<file path="config.mk">
export PLATFORM = sky130hd
export DESIGN_NAME = risc16_mc_ctrl
export DESIGN_NICKNAME = d
export VERILOG_FILES = /design/src/rtl/risc16_pkg.sv /design/src/rtl/risc16_mem_timer.sv /design/src/rtl/risc16_mc_ctrl.sv
export SDC_FILE = /design/constraint.sdc
export NUM_CORES = 1
export LEC_CHECK = 0
export ABC_AREA = 0
export CORE_MARGIN = 2
export CORE_UTILIZATION = 53
export CTS_CLUSTER_SIZE = 28
export DETAILED_ROUTE_END_ITERATION = 10
export DONT_BUFFER_PORTS = 1
export GPL_ROUTABILITY_DRIVEN = 0
export GPL_TIMING_DRIVEN = 0
export HOLD_SLACK_MARGIN = 0.02
export PLACE_DENSITY = 0.69
export SYNTH_ARGS = -nofsm -noshare
export SYNTH_HDL_FRONTEND = slang
export SYNTH_HIERARCHICAL = 1
export SYNTH_SLANG_ARGS = --single-unit
</file>
<file path="constraint.sdc">
create_clock -name clk -period 2.5 [get_ports clk]
set_input_delay 0.375 -clock clk [delete_from_list [all_inputs] [get_ports clk]]
set_output_delay 0.375 -clock clk [all_outputs]
set_load 0.05 [all_outputs]
</file>
<file path="src/rtl/risc16_pkg.sv">
// risc16_pkg: shared opcodes, state codes and datapath select encodings for the RiSC-16 sequencer
package risc16_pkg;
    localparam int IMM_W = 7;
    localparam logic [2:0] OP_ADD  = 3'b000;
    localparam logic [2:0] OP_ADDI = 3'b001;
    localparam logic [2:0] OP_NAND = 3'b010;
    localparam logic [2:0] OP_LUI  = 3'b011;
    localparam logic [2:0] OP_SW   = 3'b100;
    localparam logic [2:0] OP_LW   = 3'b101;
    localparam logic [2:0] OP_BEQ  = 3'b110;
    localparam logic [2:0] OP_JALR = 3'b111;
    localparam logic [2:0] S_IDLE   = 3'd0;
    localparam logic [2:0] S_FETCH  = 3'd1;
    localparam logic [2:0] S_DECODE = 3'd2;
    localparam logic [2:0] S_EXEC   = 3'd3;
    localparam logic [2:0] S_MEM    = 3'd4;
    localparam logic [2:0] S_WB     = 3'd5;
    localparam logic [2:0] S_FAULT  = 3'd6;
    localparam logic [2:0] S_HALT   = 3'd7;
    localparam logic [1:0] ALU_ADD  = 2'b00;
    localparam logic [1:0] ALU_NAND = 2'b01;
    localparam logic [1:0] ALU_PASS = 2'b10;
    localparam logic [1:0] ALU_SUB  = 2'b11;
    localparam logic [1:0] WB_ALU = 2'b00;
    localparam logic [1:0] WB_MEM = 2'b01;
    localparam logic [1:0] WB_PC  = 2'b10;
    localparam logic [1:0] PC_INC = 2'b00;
    localparam logic [1:0] PC_IMM = 2'b01;
    localparam logic [1:0] PC_RB  = 2'b10;
endpackage

</file>
<file path="src/rtl/risc16_mem_timer.sv">
// risc16_mem_timer: counts unacknowledged memory-request cycles and flags the cycle the limit is hit
module risc16_mem_timer #(
    parameter int LIMIT = 15
) (
    input  logic clk,
    input  logic rst,
    input  logic req,
    input  logic ack,
    input  logic clear,
    output logic expired
);
    logic [7:0] cnt;

    // The limit-th waiting cycle expires unless ack arrives in that same cycle
    assign expired = req && !ack && (cnt == 8'(LIMIT - 1));

    // Count waiting cycles; any ack or state change restarts the count
    always_ff @(posedge clk or posedge rst) begin
        if (rst)
            cnt <= '0;
        else
            cnt <= (clear || ack) ? '0 : req ? cnt + 8'd1 : cnt;
    end
endmodule

</file>
<file path="src/rtl/risc16_mc_ctrl.sv">
// risc16_mc_ctrl: multi-cycle RiSC-16 control sequencer; optional HALT decode via RISC16_HALT_EN
module risc16_mc_ctrl
    import risc16_pkg::*;
#(
    parameter int MEM_TIMEOUT = 15,
    parameter int CNT_W       = 16
) (
    input  logic             clk,
    input  logic             rst,
    input  logic             run_en,
    input  logic [15:0]      instr,
    input  logic             alu_zero,
    input  logic             mem_ack,
    output logic             mem_req,
    output logic             mem_we,
    output logic             mem_addr_sel,
    output logic             ir_load,
    output logic [1:0]       alu_op,
    output logic             alu_src_imm,
    output logic             reg_we,
    output logic [1:0]       wb_sel,
    output logic             pc_we,
    output logic [1:0]       pc_sel,
    output logic             busy,
    output logic             bus_err,
`ifdef RISC16_HALT_EN
    output logic             halted,
`endif
    output logic [CNT_W-1:0] instret
);
    logic [2:0] state, next, op;
    logic       retire, expired, is_halt;
    logic [2:0] after_retire;

    assign op           = instr[15:13];
    assign after_retire = run_en ? S_FETCH : S_IDLE;
    assign busy         = state != S_IDLE;
    assign bus_err      = state == S_FAULT;
`ifdef RISC16_HALT_EN
    assign is_halt = (op == OP_JALR) && (instr[IMM_W-1:0] != '0);
    assign halted  = state == S_HALT;
`else
    assign is_halt = 1'b0;
`endif

    risc16_mem_timer #(.LIMIT(MEM_TIMEOUT)) u_timer (
        .clk    (clk),
        .rst    (rst),
        .req    (mem_req),
        .ack    (mem_ack),
        .clear  (next != state),
        .expired(expired)
    );

    // Decode datapath controls and the next state from the current state and instruction
    always_comb begin
        next         = state;
        retire       = 1'b0;
        mem_req      = 1'b0;
        mem_we       = 1'b0;
        mem_addr_sel = 1'b0;
        ir_load      = 1'b0;
        alu_op       = ALU_ADD;
        alu_src_imm  = 1'b0;
        reg_we       = 1'b0;
        wb_sel       = WB_ALU;
        pc_we        = 1'b0;
        pc_sel       = PC_INC;
        case (state)
            S_IDLE: next = run_en ? S_FETCH : S_IDLE;
            S_FETCH: begin
                mem_req = 1'b1;
                ir_load = mem_ack;
                next    = mem_ack ? S_DECODE : expired ? S_FAULT : S_FETCH;
            end
            S_DECODE: next = S_EXEC;
            S_EXEC: begin
                case (op)
                    OP_ADD:  next = S_WB;
                    OP_ADDI: begin
                        alu_src_imm = 1'b1;
                        next        = S_WB;
                    end
                    OP_NAND: begin
                        alu_op = ALU_NAND;
                        next   = S_WB;
                    end
                    OP_LUI: begin
                        alu_op = ALU_PASS;
                        next   = S_WB;
                    end
                    OP_SW, OP_LW: begin
                        alu_src_imm = 1'b1;
                        next        = S_MEM;
                    end
                    OP_BEQ: begin
                        alu_op = ALU_SUB;
                        pc_we  = 1'b1;
                        pc_sel = alu_zero ? PC_IMM : PC_INC;
                        retire = 1'b1;
                        next   = after_retire;
                    end
                    default: begin
                        reg_we = !is_halt;
                        wb_sel = is_halt ? WB_ALU : WB_PC;
                        pc_we  = !is_halt;
                        pc_sel = is_halt ? PC_INC : PC_RB;
                        retire = 1'b1;
                        next   = is_halt ? S_HALT : after_retire;
                    end
                endcase
            end
            S_MEM: begin
                mem_req      = 1'b1;
                mem_addr_sel = 1'b1;
                mem_we       = op == OP_SW;
                pc_we        = mem_ack && (op == OP_SW);
                retire       = mem_ack && (op == OP_SW);
                next         = !mem_ack ? (expired ? S_FAULT : S_MEM) : (op == OP_SW) ? after_retire : S_WB;
            end
            S_WB: begin
                reg_we = 1'b1;
                wb_sel = (op == OP_LW) ? WB_MEM : WB_ALU;
                pc_we  = 1'b1;
                retire = 1'b1;
                next   = after_retire;
            end
            default: next = state;
        endcase
    end

    // Advance the sequencer and count every retired instruction
    always_ff @(posedge clk or posedge rst) begin
        if (rst) begin
            state   <= S_IDLE;
            instret <= '0;
        end else begin
            state <= next;
            if (retire)
                instret <= instret + CNT_W'(1);
        end
    end
endmodule

</file>
; ---- Word level (Yosys, flattened, before mapping)
; Cells that the tools add are included.
[op_classes]
add_sub_neg = 2
n_eq_ne = 14
muxes = 28
n_reduce_logical = 16
[ops]
columns = cell, count
row1 = 3-bit == test (second input constant), 6
row2 = 16-bit by 1-bit adder with 16-bit output (second input constant), 1
row3 = 8-bit two-way mux, 2
row4 = 3-bit one-hot mux with 5 select lines, 1
row5 = 3-bit by 2-bit == test with 1-bit output (second input constant), 4
row6 = 3-bit two-way mux, 4
row7 = 1-bit two-way mux, 11
row8 = 8-bit by 1-bit adder with 8-bit output (second input constant), 1
row9 = 8-bit by 4-bit == test with 1-bit output (second input constant), 1
row10 = 2-bit two-way mux, 4
row11 = 2-bit one-hot mux with 2 select lines, 2
row12 = 7-bit OR reduction, 1
row13 = 3-bit by 1-bit == test with 1-bit output (second input constant), 2
row14 = 3-bit logical NOT, 2
row15 = 2-bit one-hot mux with 3 select lines, 1
row16 = 3-bit one-hot mux with 2 select lines, 1
row17 = 2-bit OR reduction, 3
row18 = 6-bit OR reduction, 1
row19 = 4-bit OR reduction, 1
row20 = 1-bit logical AND, 3
row21 = 3-bit != test, 1
row22 = 1-bit one-hot mux with 3 select lines, 1
row23 = 3-bit nonzero test, 1
row24 = 3-bit OR reduction, 1
row25 = other kinds (4), 4
[totals]
regBits = 27
input_bits = 21
output_inout_bits = 31
word_cells = 63

; ---- Depth between registers and ports, before layout
[depth]
word_depth = 11
ltp_mapped = 14
depth_no_buf = 11

; ---- Hierarchy
; The synthesis kept the hierarchy.
[modules_own_cells]
columns = mod, instances, cells_per_inst, area_each_um2, seq_area_each_um2
row1 = risc16_mc_ctrl, 1, 129, 1244.9, 475.5
row2 = risc16_mem_timer, 1, 44, 429.2, 200.2

; ---- Least setup slack after synthesis
; Ideal clock, no wire load.
[synth_path]
kind = reg2reg
from = register state[2]
to = register u_timer.cnt[1]
setup_ns = 0.134
arrival_time_ns = 3.237
required_time_ns = 2.366
setup_slack_ns = -0.871
path_stages_with_launch = 15
path_buffers = 3
synth_period_minus_slack_ns = 3.371
cell_sequence = dfrtp_1 > clkbuf_1 > nand2b_1 > a21oi_1 > buf_4 > and4bb_2 > nand3_1 > nor4_1 > nor2_1 > inv_1 > a21oi_1 > o221ai_1 > or2_2 > clkbuf_1 > a211oi_1
[synth_via]
elab_chain_cells = 11
elab_cells_between_ends = 20
cone_classes = eq/ne: 6 / mux: 7 / reduce/logical: 7
[synth_lines]
columns = item, line_no
row1 = "start, declared", risc16_mc_ctrl.sv:31  ; logic [2:0] state, next, op;
row2 = "start signal, assigned", risc16_mc_ctrl.sv:138  ; state <= next;
row3 = 3-bit == test or 3-bit by 1-bit == test with 1-bit output (tied branches), risc16_mc_ctrl.sv:69  ; case (state)
row4 = 2-bit OR reduction (no source line) (*), -
row5 = 1-bit two-way mux (*), risc16_mc_ctrl.sv:69
row6 = net mem_req, risc16_mc_ctrl.sv:14  ; output logic mem_req,
row7 = 1-bit logical AND (*) (2 in a row), risc16_mem_timer.sv:15  ; assign expired = req && !ack && (cnt == 8'(LIMIT - 1));
row8 = net expired, risc16_mc_ctrl.sv:32  ; logic retire, expired, is_halt;
row9 = 3-bit two-way mux or 2-bit two-way mux (tied branches), "risc16_mc_ctrl.sv:74, risc16_mc_ctrl.sv:119"
row10 = "3-bit two-way mux, on equally long branches", "risc16_mc_ctrl.sv:74, risc16_mc_ctrl.sv:119"
row11 = 3-bit one-hot mux with 5 select lines (*), risc16_mc_ctrl.sv:69
row12 = 3-bit != test (*), risc16_mc_ctrl.sv:51  ; .clear (next != state),
row13 = 1-bit logical OR (*), risc16_mem_timer.sv:22  ; cnt <= (clear || ack) ? '0 : req ? cnt + 8'd1 : cnt;
row14 = 8-bit two-way mux or 2-bit nonzero test (tied branches), -
row15 = "end signal, assigned", risc16_mem_timer.sv:22
row16 = "end, declared", risc16_mem_timer.sv:12  ; logic [7:0] cnt;
; The timed path passes the listed nets; every way through them passes the cells marked *.
; A chain may end at the register's enable or synchronous reset.

; ---- Worst setup path after layout
[layout_path]
from = register state[2]
to = register u_timer.cnt[2]
; Same word-level chain as after synthesis.

==> results.sh <==
export IMPL_outcome="finished, violations left"
export IMPL_violations="setup timing"
export IMPL_die_area_um2=3620
export IMPL_yosysTopAreaCellShare=0.404
export IMPL_drtIter0Drc=75
export IMPL_fmax_ghz=0.388
export IMPL_htree_levels=1
export IMPL_hp_class="in -> async"
export IMPL_wl_per_cell_um=16.6
export IMPL_grt_max_degree=20
export IMPL_layout_commonest_cell="dfrtp_1"
export IMPL_drtAntennaViolNets=0
export IMPL_insertion_delay_ns=0.32
export IMPL_synth_top_family_by_area="simple AND/OR/NAND/NOR gates"
export IMPL_grt_ovfl_total=0
export IMPL_grt_use_met3=0.0498
export IMPL_synthMuxAreaShare=0.0149
export IMPL_crit_type="reg -> reg"
export IMPL_maxSlewHeadroom=0.408
export IMPL_path_clk_slew_ns=0.15
export IMPL_die_h_um=60.2
export IMPL_synth_async_reset_ratio=1.00
export IMPL_synthXorXnorAreaFrac=0.105
export IMPL_syn_nets=197
export IMPL_setup_violations=8
export IMPL_final_cell_mix="26 x dfrtp_1, 18 x xor2_1, 15 x nor2_1, 10 x buf_4, 8 x nand2_1"
export IMPL_synth_compound_area_frac=0.111
export IMPL_route_detailed_drc=0
export IMPL_end_kind="flip-flop"
export IMPL_grt_met1_usage=0.274
export IMPL_r2r_slack_ns=-0.08
export IMPL_cts_tree="yes"
export IMPL_power_density_nw_per_um2=1070
export IMPL_rsz0062_at_grt="true"
export IMPL_max_cap_viol_count=0
export IMPL_antenna_cells=0
export IMPL_worstMarginPinSlew_ns=0.884
export IMPL_die_x_um=60.2
export IMPL_clkSinkCount=27
export IMPL_root_buffer="clkbuf_4"
export IMPL_p_leak_nw=0.874
export IMPL_power_total_w=0.00215
export IMPL_skew_ns=0.00946
export IMPL_ys_flop_type="dfrtp_1"
export IMPL_wirelength_um=3850
export IMPL_synth_simple_gate_area_frac=0.301
export IMPL_clk_path_buf_depth=2
export IMPL_use_met2=0.384
export IMPL_required_ns=2.72
export IMPL_hpwl_um=2500
export IMPL_start_util=0.553
export IMPL_dr_pass1_iters=4
export IMPL_numPortBuffers=0
export IMPL_synth_distinct_cells=47
export IMPL_final_setup_worst_slack_ns=-0.0752
export IMPL_worstPathArrival_ns=2.79
export IMPL_ys_seq_area_frac=0.404
export IMPL_num_vias=1361
export IMPL_grt_pass1_vias=1342
export IMPL_cts_buffers=3
export IMPL_core_rowCount=20
export IMPL_nets=213
export IMPL_coreArea_um2=3030
export IMPL_grt_pass1_wl_um=6040
export IMPL_final_max_slew_viol_count=0
export IMPL_ys_ff_latch=27
export IMPL_vdd_drop_max_mv=0.830
export IMPL_drive_above_1_share=0.314
export IMPL_yosys_area_share_adder=0.0224
export IMPL_grt_total_usage=0.220
export IMPL_placed_area_um2=1810
export IMPL_synth_edff_count=0
export IMPL_synth_area_um2=1670
export IMPL_synth_top_area_cell="dfrtp_1"
export IMPL_fin_hold_ws_ns=0.0254
export IMPL_fin_crit_sh=1.03
export IMPL_synthTopCellsByArea="dfrtp_1 40%, xor2_1 9.4%, nor2_1 4.3%, nor3b_2 3.0%, a21oi_1 2.7%"
export IMPL_area_delta_synth_final_pct=20.0
export IMPL_timing_hold_violations_final=0
export IMPL_top_usage_layer="met2"
export IMPL_syn_inst=173
export IMPL_ys_warn_count=6
export IMPL_finalInstanceArea_um2=2010
export IMPL_syn_avg_cell_area_um2=9.68
export IMPL_crit_fanout=8
export IMPL_io_pins=52
export IMPL_startpoint_type="flip-flop"
export IMPL_period_minus_slack_ns=2.58
export IMPL_place_ws_ns=-0.369
export IMPL_antenna_found_initial=0
export IMPL_viasPerCell=5.87
## critical path, stage by stage (launching register included)
cell and delay, ns:
dfrtp_1 0.41, clkbuf_8 0.15, buf_6 0.10, nand2b_4 0.06, a21oi_4 0.38, buf_6 0.16
and4bb_2 0.23, nand3_2 0.09, nor4_4 0.21, nor2_2 0.09, a21oi_1 0.14, o21ai_1 0.10
o221ai_2 0.08, or2_4 0.22, nor2_1 0.06
## layer usage
layer | up-vias | share of wire
li1 | 642 | -
met5 | - | 0
met2 | 28 | 0.53
met3 | 4 | 0.035
met1 | 687 | 0.43
met4 | 0 | 0.0075
## worst paths after layout
| kind | startpoint | to | cells after the start |
|---|---|---|---|
| max | state[2] | u_timer/cnt[2] | 14 |
| max in group asynchronous | rst | u_timer/cnt[2] | 2 |
| min reg2reg | u_timer/cnt[7] | u_timer/cnt[7] | 2 |
| min | rst | instret[7] | 1 |
| max reg2reg | state[2] | u_timer/cnt[2] | 14 |
| min in group clk | run_en | state[0] | 2 |
## cell families (layout without fill, tap and decap cells)
logic type | count (synthesis) | count (layout)
adder cells (fa/ha/maj) | 3 | 3
XOR/XNOR | 20 | 20
buffers and inverters | 15 | 30
AO/OA/AOI/OAI | 25 | 25
AND/OR/NAND/NOR | 81 | 81
multiplexers | 2 | 2
flip-flops | 27 | 27
## layout make-up
| cell class | count | area (um^2) |
|---|---|---|
| multi-input cells | 131 | 1070 |
| fillers | 251 | 1020 |
| flip-flops and latches | 27 | 677 |
| repair buffers | 12 | 96.3 |
| plain buffers | 9 | 68.8 |
| well taps | 44 | 55.1 |
| clock buffers | 4 | 26.3 |
| inverters | 5 | 18.8 |
## metrics by stage
step                utilization  TNS, ns  std cells
finish                    0.664   -0.498        232
global route              0.664    -1.82        232
CTS                       0.643   -0.105        228
detailed placement        0.599    -3.17        217
global placement          0.597    -2.55        217
floorplan                     -   -0.884        173
## synthesized netlist by cell type, types with 4 or more instances
| cell type | n |
|---|---|
| a21oi_1 | 9 |
| clkbuf_1 | 4 |
| dfrtp_1 | 27 |
| inv_1 | 5 |
| nand2_1 | 8 |
| nand2b_1 | 5 |
| nand3_1 | 6 |
| nor2_1 | 19 |
| nor3_1 | 9 |
| nor3b_2 | 4 |
| o21ai_0 | 6 |
| or3_1 | 5 |
| xor2_1 | 18 |
## state kept, by name, indices dropped and copies added (netlist names)
| signal | count |
|---|---|
| instret | 16 |
| state | 3 |
| u_timer/cnt | 8 |
## power breakdown
| part | internal, W | switching [W] | leakage [nW] |
|---|---|---|---|
| clock | 0.0000623 | 0.000126 | 0.0150 |
| sequential | 0.000511 | 0.000249 | 0.362 |
| combinational | 0.000465 | 0.000734 | 0.497 |
| total | 0.00104 | 0.00111 | 0.874 |
## timing repair
action,4_1_cts,5_1_grt
pin swaps,9,4
resized for setup,16,9
endpoints found under the setup margin,15,14
hold buffers,1,0
setup buffers,7,4
endpoints found under the hold margin,8,0
Power figures use the tool's default switching activity.
